`config.mk`:
```
export PLATFORM = sky130hd
export DESIGN_NAME = fifo_push_arbiter_flat
export DESIGN_NICKNAME = d
export VERILOG_FILES = /design/src/rtl/fifo_push_arbiter_if.sv /design/src/rtl/fifo_push_arbiter.sv /design/src/flat_wrapper.sv
export SDC_FILE = /design/constraint.sdc
export NUM_CORES = 1
export LEC_CHECK = 0
export BUFFER_PORTS_ARGS = -buffer_cell sky130_fd_sc_hd__buf_2
export CAP_MARGIN = 10
export CORE_MARGIN = 2
export CORE_UTILIZATION = 40
export CTS_BUF_LIST = sky130_fd_sc_hd__clkbuf_16
export DETAILED_ROUTE_END_ITERATION = 6
export PLACE_DENSITY = 0.88
export SETUP_SLACK_MARGIN = 0.1
export SLEW_MARGIN = 25
export SYNTH_ARGS = -nofsm -noshare
export SYNTH_HDL_FRONTEND = slang
export SYNTH_SLANG_ARGS = --single-unit
export TNS_END_PERCENT = 1
```
`constraint.sdc`:
```
create_clock -name clk_i -period 5.8 [get_ports clk_i]
set_clock_uncertainty 0.1 [all_clocks]
set_input_delay 0.58 -clock clk_i [delete_from_list [all_inputs] [get_ports clk_i]]
set_output_delay 0.58 -clock clk_i [all_outputs]
set_load 0.02 [all_outputs]
```
`src/rtl/fifo_push_arbiter_if.sv`:
```
// Handshake bundle between the lane-side requesters, the push arbiter and the shared FIFO.
// The arbiter takes the slave view; producers plus the FIFO side take the master view.
interface fifo_push_arbiter_if #(
  parameter int N_REQ = 4,
  parameter int WIDTH = 32,
  parameter int IDW   = $clog2(N_REQ)
);
  logic [N_REQ-1:0]       req_valid_i;
  logic [N_REQ-1:0]       req_last_i;
  logic [N_REQ*WIDTH-1:0] req_data_i;
  logic [N_REQ-1:0]       req_ready_o;
  logic                   fifo_full_i;
  logic                   fifo_push_o;
  logic [IDW+WIDTH-1:0]   fifo_wdata_o;
  logic                   fifo_clear_o;
  logic                   flush_i;
  logic                   flush_done_o;
  logic [N_REQ-1:0]       abort_o;
  logic                   busy_o;
  logic [IDW-1:0]         owner_o;

  modport slave (
    input  req_valid_i, req_last_i, req_data_i, fifo_full_i, flush_i,
    output req_ready_o, fifo_push_o, fifo_wdata_o, fifo_clear_o,
           flush_done_o, abort_o, busy_o, owner_o
  );

  modport master (
    output req_valid_i, req_last_i, req_data_i, fifo_full_i, flush_i,
    input  req_ready_o, fifo_push_o, fifo_wdata_o, fifo_clear_o,
           flush_done_o, abort_o, busy_o, owner_o
  );
endinterface

```
`src/rtl/fifo_push_arbiter.sv`:
```
// Round-robin, packet-granular write arbiter in front of a shared FIFO.
// Tags each pushed beat with its source ID and sequences flushes that drop in-flight packets.
module fifo_push_arbiter #(
  parameter int N_REQ = 4,
  parameter int WIDTH = 32,
  parameter int IDW   = $clog2(N_REQ)
) (
  input  logic               clk_i,
  input  logic               rst_i,
  fifo_push_arbiter_if.slave bus
);

  typedef enum logic [1:0] {
    ST_IDLE  = 2'd0,
    ST_BURST = 2'd1,
    ST_FLUSH = 2'd2
  } state_e;

  localparam logic [IDW-1:0]   LAST_ID  = IDW'(N_REQ - 1);
  localparam logic [N_REQ-1:0] ONE_HOT0 = {{(N_REQ-1){1'b0}}, 1'b1};

  state_e         state_r, state_nxt_s;
  logic [IDW-1:0] rr_ptr_r, rr_ptr_nxt_s;
  logic [IDW-1:0] owner_r, owner_nxt_s;
  logic           drop_r, drop_nxt_s;

  logic           scan_found_s;
  logic [IDW-1:0] scan_id_s;
  logic [IDW:0]   cand_s;
  logic           grant_vld_s;
  logic [IDW-1:0] grant_id_s;
  logic           open_s;
  logic           accept_s;
  logic           last_s;

  function automatic logic [IDW-1:0] next_id(input logic [IDW-1:0] id);
    if (id == LAST_ID) begin
      next_id = {IDW{1'b0}};
    end else begin
      next_id = id + IDW'(1);
    end
  endfunction

  // Round-robin scan: first valid requester at or after rr_ptr, modulo N_REQ.
  always_comb begin
    scan_found_s = 1'b0;
    scan_id_s    = rr_ptr_r;
    cand_s       = {(IDW+1){1'b0}};
    for (int i = 0; i < N_REQ; i++) begin
      cand_s = {1'b0, rr_ptr_r} + (IDW+1)'(i);
      if (cand_s >= (IDW+1)'(N_REQ)) begin
        cand_s = cand_s - (IDW+1)'(N_REQ);
      end else begin
        cand_s = cand_s;
      end
      if (!scan_found_s && bus.req_valid_i[cand_s[IDW-1:0]]) begin
        scan_found_s = 1'b1;
        scan_id_s    = cand_s[IDW-1:0];
      end else begin
        scan_found_s = scan_found_s;
      end
    end
  end

  // Grant selection: the scan winner when idle, the locked owner mid-packet.
  always_comb begin
    grant_vld_s = 1'b0;
    grant_id_s  = owner_r;
    case (state_r)
      ST_IDLE: begin
        grant_vld_s = scan_found_s;
        grant_id_s  = scan_id_s;
      end
      ST_BURST: begin
        grant_vld_s = 1'b1;
        grant_id_s  = owner_r;
      end
      default: begin
        grant_vld_s = 1'b0;
        grant_id_s  = owner_r;
      end
    endcase
  end

  // Ready is gated by reset too, so nothing is accepted while rst_i is held.
  assign open_s   = grant_vld_s & ~bus.fifo_full_i & (state_r != ST_FLUSH) & ~bus.flush_i & ~rst_i;
  assign accept_s = open_s & bus.req_valid_i[grant_id_s];
  assign last_s   = bus.req_last_i[grant_id_s];

  // Next-state, pointer and ownership update.
  always_comb begin
    state_nxt_s  = state_r;
    rr_ptr_nxt_s = rr_ptr_r;
    owner_nxt_s  = owner_r;
    drop_nxt_s   = 1'b0;
    case (state_r)
      ST_IDLE: begin
        if (bus.flush_i) begin
          state_nxt_s = ST_FLUSH;
        end else if (accept_s) begin
          if (last_s) begin
            rr_ptr_nxt_s = next_id(grant_id_s);
          end else begin
            state_nxt_s = ST_BURST;
            owner_nxt_s = grant_id_s;
          end
        end else begin
          state_nxt_s = ST_IDLE;
        end
      end
      ST_BURST: begin
        if (bus.flush_i) begin
          state_nxt_s = ST_FLUSH;
          drop_nxt_s  = 1'b1;
        end else if (accept_s && last_s) begin
          state_nxt_s  = ST_IDLE;
          rr_ptr_nxt_s = next_id(owner_r);
        end else begin
          state_nxt_s = ST_BURST;
        end
      end
      ST_FLUSH: begin
        if (bus.flush_i) begin
          state_nxt_s = ST_FLUSH;
        end else begin
          state_nxt_s = ST_IDLE;
        end
      end
      default: begin
        state_nxt_s = ST_IDLE;
      end
    endcase
  end

  // State and pointer registers.
  always_ff @(posedge clk_i or posedge rst_i) begin
    if (rst_i) begin
      state_r  <= ST_IDLE;
      rr_ptr_r <= {IDW{1'b0}};
      owner_r  <= {IDW{1'b0}};
      drop_r   <= 1'b0;
    end else begin
      state_r  <= state_nxt_s;
      rr_ptr_r <= rr_ptr_nxt_s;
      owner_r  <= owner_nxt_s;
      drop_r   <= drop_nxt_s;
    end
  end

  assign bus.req_ready_o  = open_s ? (ONE_HOT0 << grant_id_s) : {N_REQ{1'b0}};
  assign bus.fifo_push_o  = accept_s;
  assign bus.fifo_wdata_o = {grant_id_s, bus.req_data_i[int'(grant_id_s)*WIDTH +: WIDTH]};
  assign bus.fifo_clear_o = (state_r == ST_FLUSH);
  assign bus.flush_done_o = (state_r == ST_FLUSH);
  // drop_r remembers that the flush interrupted a packet, so only the owner gets aborted.
  assign bus.abort_o      = ((state_r == ST_FLUSH) && drop_r) ? (ONE_HOT0 << owner_r) : {N_REQ{1'b0}};
  assign bus.busy_o       = (state_r == ST_BURST);
  assign bus.owner_o      = owner_r;

endmodule

```
`src/flat_wrapper.sv`:
```
// flat-port wrapper written by rule: the top's interface ports become plain ports
module fifo_push_arbiter_flat 
#(
  parameter int N_REQ = 4,
  parameter int WIDTH = 32,
  parameter int IDW   = $clog2(N_REQ)
)
  (clk_i, rst_i, bus_req_valid_i, bus_req_last_i, bus_req_data_i, bus_fifo_full_i, bus_flush_i, bus_req_ready_o, bus_fifo_push_o, bus_fifo_wdata_o, bus_fifo_clear_o, bus_flush_done_o, bus_abort_o, bus_busy_o, bus_owner_o);
  fifo_push_arbiter_if #(.N_REQ(N_REQ), .WIDTH(WIDTH), .IDW(IDW)) bus_i ();
  input  logic clk_i;
  input  logic rst_i;
  input wire logic [$bits(bus_i.req_valid_i)-1:0] bus_req_valid_i;
  input wire logic [$bits(bus_i.req_last_i)-1:0] bus_req_last_i;
  input wire logic [$bits(bus_i.req_data_i)-1:0] bus_req_data_i;
  input wire logic [$bits(bus_i.fifo_full_i)-1:0] bus_fifo_full_i;
  input wire logic [$bits(bus_i.flush_i)-1:0] bus_flush_i;
  output wire logic [$bits(bus_i.req_ready_o)-1:0] bus_req_ready_o;
  output wire logic [$bits(bus_i.fifo_push_o)-1:0] bus_fifo_push_o;
  output wire logic [$bits(bus_i.fifo_wdata_o)-1:0] bus_fifo_wdata_o;
  output wire logic [$bits(bus_i.fifo_clear_o)-1:0] bus_fifo_clear_o;
  output wire logic [$bits(bus_i.flush_done_o)-1:0] bus_flush_done_o;
  output wire logic [$bits(bus_i.abort_o)-1:0] bus_abort_o;
  output wire logic [$bits(bus_i.busy_o)-1:0] bus_busy_o;
  output wire logic [$bits(bus_i.owner_o)-1:0] bus_owner_o;
  assign bus_i.req_valid_i = bus_req_valid_i;
  assign bus_i.req_last_i = bus_req_last_i;
  assign bus_i.req_data_i = bus_req_data_i;
  assign bus_i.fifo_full_i = bus_fifo_full_i;
  assign bus_i.flush_i = bus_flush_i;
  assign bus_req_ready_o = bus_i.req_ready_o;
  assign bus_fifo_push_o = bus_i.fifo_push_o;
  assign bus_fifo_wdata_o = bus_i.fifo_wdata_o;
  assign bus_fifo_clear_o = bus_i.fifo_clear_o;
  assign bus_flush_done_o = bus_i.flush_done_o;
  assign bus_abort_o = bus_i.abort_o;
  assign bus_busy_o = bus_i.busy_o;
  assign bus_owner_o = bus_i.owner_o;
  fifo_push_arbiter #(.N_REQ(N_REQ), .WIDTH(WIDTH), .IDW(IDW)) u_core (.clk_i(clk_i), .rst_i(rst_i), .bus(bus_i));
endmodule
```
### Word level (Yosys, flattened, before mapping)

Cells that the tools add are included.

| storage, ports and cells | value |
|---|---|
| register bits after elaboration | 7 |
| input bits | 140 |
| output and inout port bits | 48 |
| word-level logic and storage cells | 102 |

| cells by class | value |
|---|---|
| eq/ne operators | 11 |
| add/sub/neg operators | 9 |
| magnitude comparators | 9 |
| muxes and demuxes | 45 |
| bitwise gates (word level) | 9 |
| shift operators | 3 |
| reductions and logical operators | 12 |

Operators by type and width:

| kind | count |
|---|---|
| $shiftx 128x8->32 | 1 |
| $mux 2 | 21 |
| $lt 2x3->1 const B | 5 |
| $mux 1 | 13 |
| $bmux 1 s2 | 6 |
| $ge 3x3->1 const B | 3 |
| $mux 4 | 2 |
| $shl 1x2->4 const A | 2 |
| $sub 2x1->2 const B | 4 |
| $add 2x2->3 const B | 2 |
| $eq 2x2->1 const B | 3 |
| $ne 2x1->1 const B | 3 |
| $ne 2x2->1 const B | 3 |
| $pmux 2 s3 | 1 |
| $reduce_and 6->1 | 1 |
| $and 1x1->1 | 5 |
| $logic_and 1x1->1 | 5 |
| $add 2x1->2 const B | 2 |
| $ne 4x4->1 const B | 1 |
| $not 1->1 | 4 |
| $pmux 2 s2 | 1 |
| $reduce_and 4->1 | 1 |
| $add 2x1->3 const B | 1 |
| $ge 2x3->1 const B | 1 |
| 5 further kinds | 7 |

### Logic depth before layout (Yosys ltp)

| depth | value |
|---|---|
| depth after elaboration | 24 |
| depth in mapped cells | 11 |
| depth with buffers taken out | 8 |

### Least setup slack after synthesis

No wires, ideal clock.

| timing path | value |
|---|---|
| path kind | input-to-output |
| from | input bus_req_valid_i[1] |
| to | output bus_req_ready_o[2] |
| arrival time | 2.403 ns |
| required time | 5.120 ns |
| setup slack | 2.717 ns |
| path buffers | 3 |
| stages | 10 |
| path through | buf_2 nor4b_1 a21oi_1 nor2_1 o32ai_2 buf_6 inv_2 clkbuf_1 ha_1 and2_1 |

| on the way | value |
|---|---|
| elaborated cells on any way between the ends | 30 |
| classes of those cells | shift (1); mux (19); bitwise (4); reduce/logical (6) |

RTL lines:

| item | RTL line | source |
|---|---|---|
| start, declared | flat_wrapper.sv:12 | `input wire logic [$bits(bus_i.req_valid_i)-1:0] bus_req_valid_i;` |
| $bmux 1 s2 | fifo_push_arbiter.sv:56 | `if (!scan_found_s && bus.req_valid_i[cand_s[IDW-1:0]]) begin` |
| $mux 1 (implied by the code) | fifo_push_arbiter.sv:56 |  |
| $mux 1 | fifo_push_arbiter.sv:56 |  |
| $logic_not 1->1 | fifo_push_arbiter.sv:56 |  |
| $logic_and 1x1->1 | fifo_push_arbiter.sv:56 |  |
| $mux 1 | fifo_push_arbiter.sv:56 |  |
| $logic_not 1->1 | fifo_push_arbiter.sv:56 |  |
| $logic_and 1x1->1 | fifo_push_arbiter.sv:56 |  |
| $mux 1 | fifo_push_arbiter.sv:56 |  |
| $logic_not 1->1 | fifo_push_arbiter.sv:56 |  |
| $logic_and 1x1->1 | fifo_push_arbiter.sv:56 |  |
| $mux 2 (*) | fifo_push_arbiter.sv:56 |  |
| $mux 2 (*) | fifo_push_arbiter.sv:69 | `case (state_r)` |
| named net bus_fifo_wdata_o[33] | flat_wrapper.sv:19 | `output wire logic [$bits(bus_i.fifo_wdata_o)-1:0] bus_fifo_wdata_o;` |
| $shl 1x2->4 (*) | fifo_push_arbiter.sv:150 | `assign bus.req_ready_o = open_s ? (ONE_HOT0 << grant_id_s) : {N_REQ{1'b0}};` |
| $mux 4 (*) | fifo_push_arbiter.sv:150 |  |
| end, declared | flat_wrapper.sv:17 | `output wire logic [$bits(bus_i.req_ready_o)-1:0] bus_req_ready_o;` |

Mark *: on every way through the listed nets, which the timed path passes. The rest lies on a longest branch. The select of a mux whose other input is x is not followed.

### Worst setup path after layout

| timing path | value |
|---|---|
| from | register u_core.state_r[0] |
| to | output bus_req_ready_o[0] |

| on the way | value |
|---|---|
| word-level cells in the longest chain between the ends | 7 |
| elaborated cells on any way between the ends | 11 |
| classes of those cells | eq/ne (2); shift (1); mux (3); bitwise (4); reduce/logical (1) |

Ends and longest elaborated chain:

| item | RTL line | source |
|---|---|---|
| start, declared | fifo_push_arbiter.sv:22 | `state_e state_r, state_nxt_s;` |
| start signal, assigned | fifo_push_arbiter.sv:143 | `state_r <= state_nxt_s;` |
| $eq 2x1->1 / $logic_not 2->1 (equally long branches) | fifo_push_arbiter.sv:69 |  |
| $pmux 1 s2 | fifo_push_arbiter.sv:69 |  |
| $and 1x1->1 (4 in a row) | fifo_push_arbiter.sv:86 | `assign open_s = grant_vld_s & ~bus.fifo_full_i & (state_r != ST_FLUSH) & ~bus.flush_i & ~rst_i;` |
| $mux 4 (*) | fifo_push_arbiter.sv:150 |  |

Mark *: on every way between the ends. The rest lies on a longest branch, timed or not.

==> qor.txt <==
root buf cell -> clkbuf_16
placed cells -> 535
pin count of the biggest net entering global routing -> 69
Post-synth EDFFs -> 0
fmax -> 273 MHz
largest area contributor in the netlist -> nand2_1
Clock Latency Late Sink -> 0.23 ns
Async SR Flop Fraction -> 100%
die area -> 5360 um2
Req. time, crit path -> 5.12 ns
setup_tns -> 0 ns
Worst VDD drop -> 0.000194 V
fillers -> 436
total iterations of the first detailed-routing run -> 5
TritonCTS buffer count -> 3
IO Port Bufs -> 187
cell area after layout -> 2880 um2
path depth of the worst reg2reg path -> 9
FF-to-FF End -> u_core.rr_ptr_r[1]
routed vias -> 2822
worst hold margin -> 0.191 ns
Area Overhead vs Synth -> 50.4%
Tot GR Track Use -> 23.6%
Post-CTS Hold Buffers -> 0
CP arrival -> 2.98 ns
worst slack, placed -> 2.17 ns
Cells after Synth -> 319
GRT overflow -> 0
RSZ-0062 raised after global routing -> no
Post-DP Area -> 2800 um2
I/O Pins -> 188
Die W -> 73.2 um
status -> finished, final reports clean
fin crit period -> 3.66 ns
global-route wire length before repair -> 10.4 mm
R2R setup slack -> 2.74 ns
H-tree levels -> 1
initial core utilization -> 41.1%
post-synthesis cell type count -> 47
Commonest cells post-synth -> 136 x nand2_1, 36 x and3_1, 33 x a31oi_1
drt drc -> 0
final clock period utilization by the worst path -> 63.1%
Mapped Avg Cell Area -> 6.00 um2
Crit. End Element -> output pin
CTS tree -> built
Reg area -> 175 um2
count leader, synth -> nand2_1
placed wire-length estimate -> 5.31 mm
multi-input logic area -> 1580 um2
Post-CTS Setup Inserts -> 0
Sink Count -> 7
Via density -> 5.24
Final nets -> 634
Syn Nets -> 467
Rel. slew slack -> 45.2%
leading cell types by total area after synthesis -> nand2_1 27%, and3_1 12%, a31oi_1 11%
final design utilization -> 61.8%
Initial DRC Count -> 134
GP Congestion -> 0.868
diode count -> 0
final wirelength -> 6.97 mm
critical path peak fanout -> 67
cts repair resizes -> 0
Core ar. -> 4660 um2
Top FF cell, synth -> dfrtp_1
yosys warns -> 0
WL/cell -> 12.9 um
Slew @ Worst Pin -> 0.822 ns
worst hold path class -> in -> async
number of global-route vias before repair -> 2444
Cell Pwr Density -> 365 nW/um2
Final WS setup -> 2.14 ns
initial antenna violation count -> 0
Final Power -> 1.05 mW
crit path kind -> reg -> out
clk slew on worst S/H paths -> 0.04 ns
Post-DRT Antenna Nets -> 0
Synth Register Bits -> 7
clock buffer depth -> 2
Max Cap Viol -> 0
setup violators final -> 0
die height -> 73.2 um
Slew Limit Fails -> 0
final hold vios -> 0
Reg-to-Reg Start -> u_core.rr_ptr_r[0]
Rows -> 25
static leakage -> 1.67 nW
fin cells -> 539
sequential fraction of the synthesis area -> 9.14%
synthesized cell area -> 1920 um2
CP startpoint kind -> flop
layout cell share with drive strength beyond 1 -> 43.9%
post-synth top area share -> 26.6%
[worst max-delay path by stage]
| stage | start | end | slack, ns | depth (start not counted) |
|---|---|---|---|---|
| final | u_core.state_r[0] | bus_req_ready_o[0] | 2.14 | 8 |
| after global routing | u_core.state_r[0] | bus_req_ready_o[0] | 1.97 | 8 |
| after CTS | u_core.state_r[0] | bus_fifo_wdata_o[26] | 2.14 | 9 |
| after detailed placement | bus_req_valid_i[1] | bus_fifo_wdata_o[26] | 2.17 | 10 |
| after global placement | bus_req_valid_i[1] | bus_fifo_wdata_o[26] | 2.19 | 10 |
| after floorplan | bus_req_valid_i[1] | bus_req_ready_o[2] | 2.72 | 10 |
[report_power, final]
part           switching [mW]  internal, mW  leakage (nW)
sequential             0.0263        0.0599        0.0854
combinational           0.539         0.308          1.54
clock                  0.0268        0.0897        0.0423
total                   0.592         0.458          1.67
[flip-flops by register name, indices dropped and copies added, names as in the netlist]
name,flops
u_core.bus.owner_o,2
u_core.rr_ptr_r,2
u_core.state_r,2
u_core.drop_r,1
[per-layer routing]
metal / routed length [um] / track usage, %
met4: 89 / 6.17
met5: 0 / 0
met1: 2910 / 29.5
met3: 425 / 1.93
met2: 3540 / 43.0
[critical path, stage by stage, from the launching register on]
cell	delay (ns)
dfrtp_1	0.50
nor2_4	0.24
and4b_4	0.30
o21ai_0	0.13
nand2_2	0.11
clkinv_2	0.62
ha_1	0.51
and2_1	0.14
buf_2	0.15
[logic make-up after synthesis]
| kind of cell | synth area share, % |
|---|---|
| compound gates | 21.4 |
| fa+ha+maj | 5.23 |
| buf+inv | 9.01 |
| flops | 9.14 |
| mux | 5.75 |
| simple gates | 49.5 |
[layout by cell type (no fill, tap or decap), types with 2 or more instances in the layout]
cell | synthesis | layout
nor4_1 | 3 | 3
o21ai_0 | 6 | 6
mux2_2 | 4 | 4
nor2_1 | 6 | 6
mux2_1 | 2 | 2
inv_1 | 5 | 6
a32oi_1 | 2 | 2
a211oi_1 | 2 | 2
nand2b_1 | 3 | 3
nand2_1 | 136 | 135
buf_4 | 4 | 2
and2_1 | 5 | 5
ha_1 | 8 | 8
nor2_2 | 2 | 2
clkbuf_16 | 0 | 3
mux2i_1 | 2 | 2
and3_1 | 36 | 36
nor2b_1 | 2 | 2
a31oi_1 | 33 | 33
buf_2 | 12 | 187
a21oi_1 | 4 | 4
dfrtp_1 | 7 | 7
[final cells by class]
type	count	area share [%]
Clock inverter	1	0.130
Multi-Input combinational cell	278	54.9
Timing Repair Buffer	189	33.0
Clock buffer	3	2.61
Tap cell	54	2.34
Sequential cell	7	6.08
Inverter	7	0.955
No activity file was read; power rests on OpenSTA's default activity.
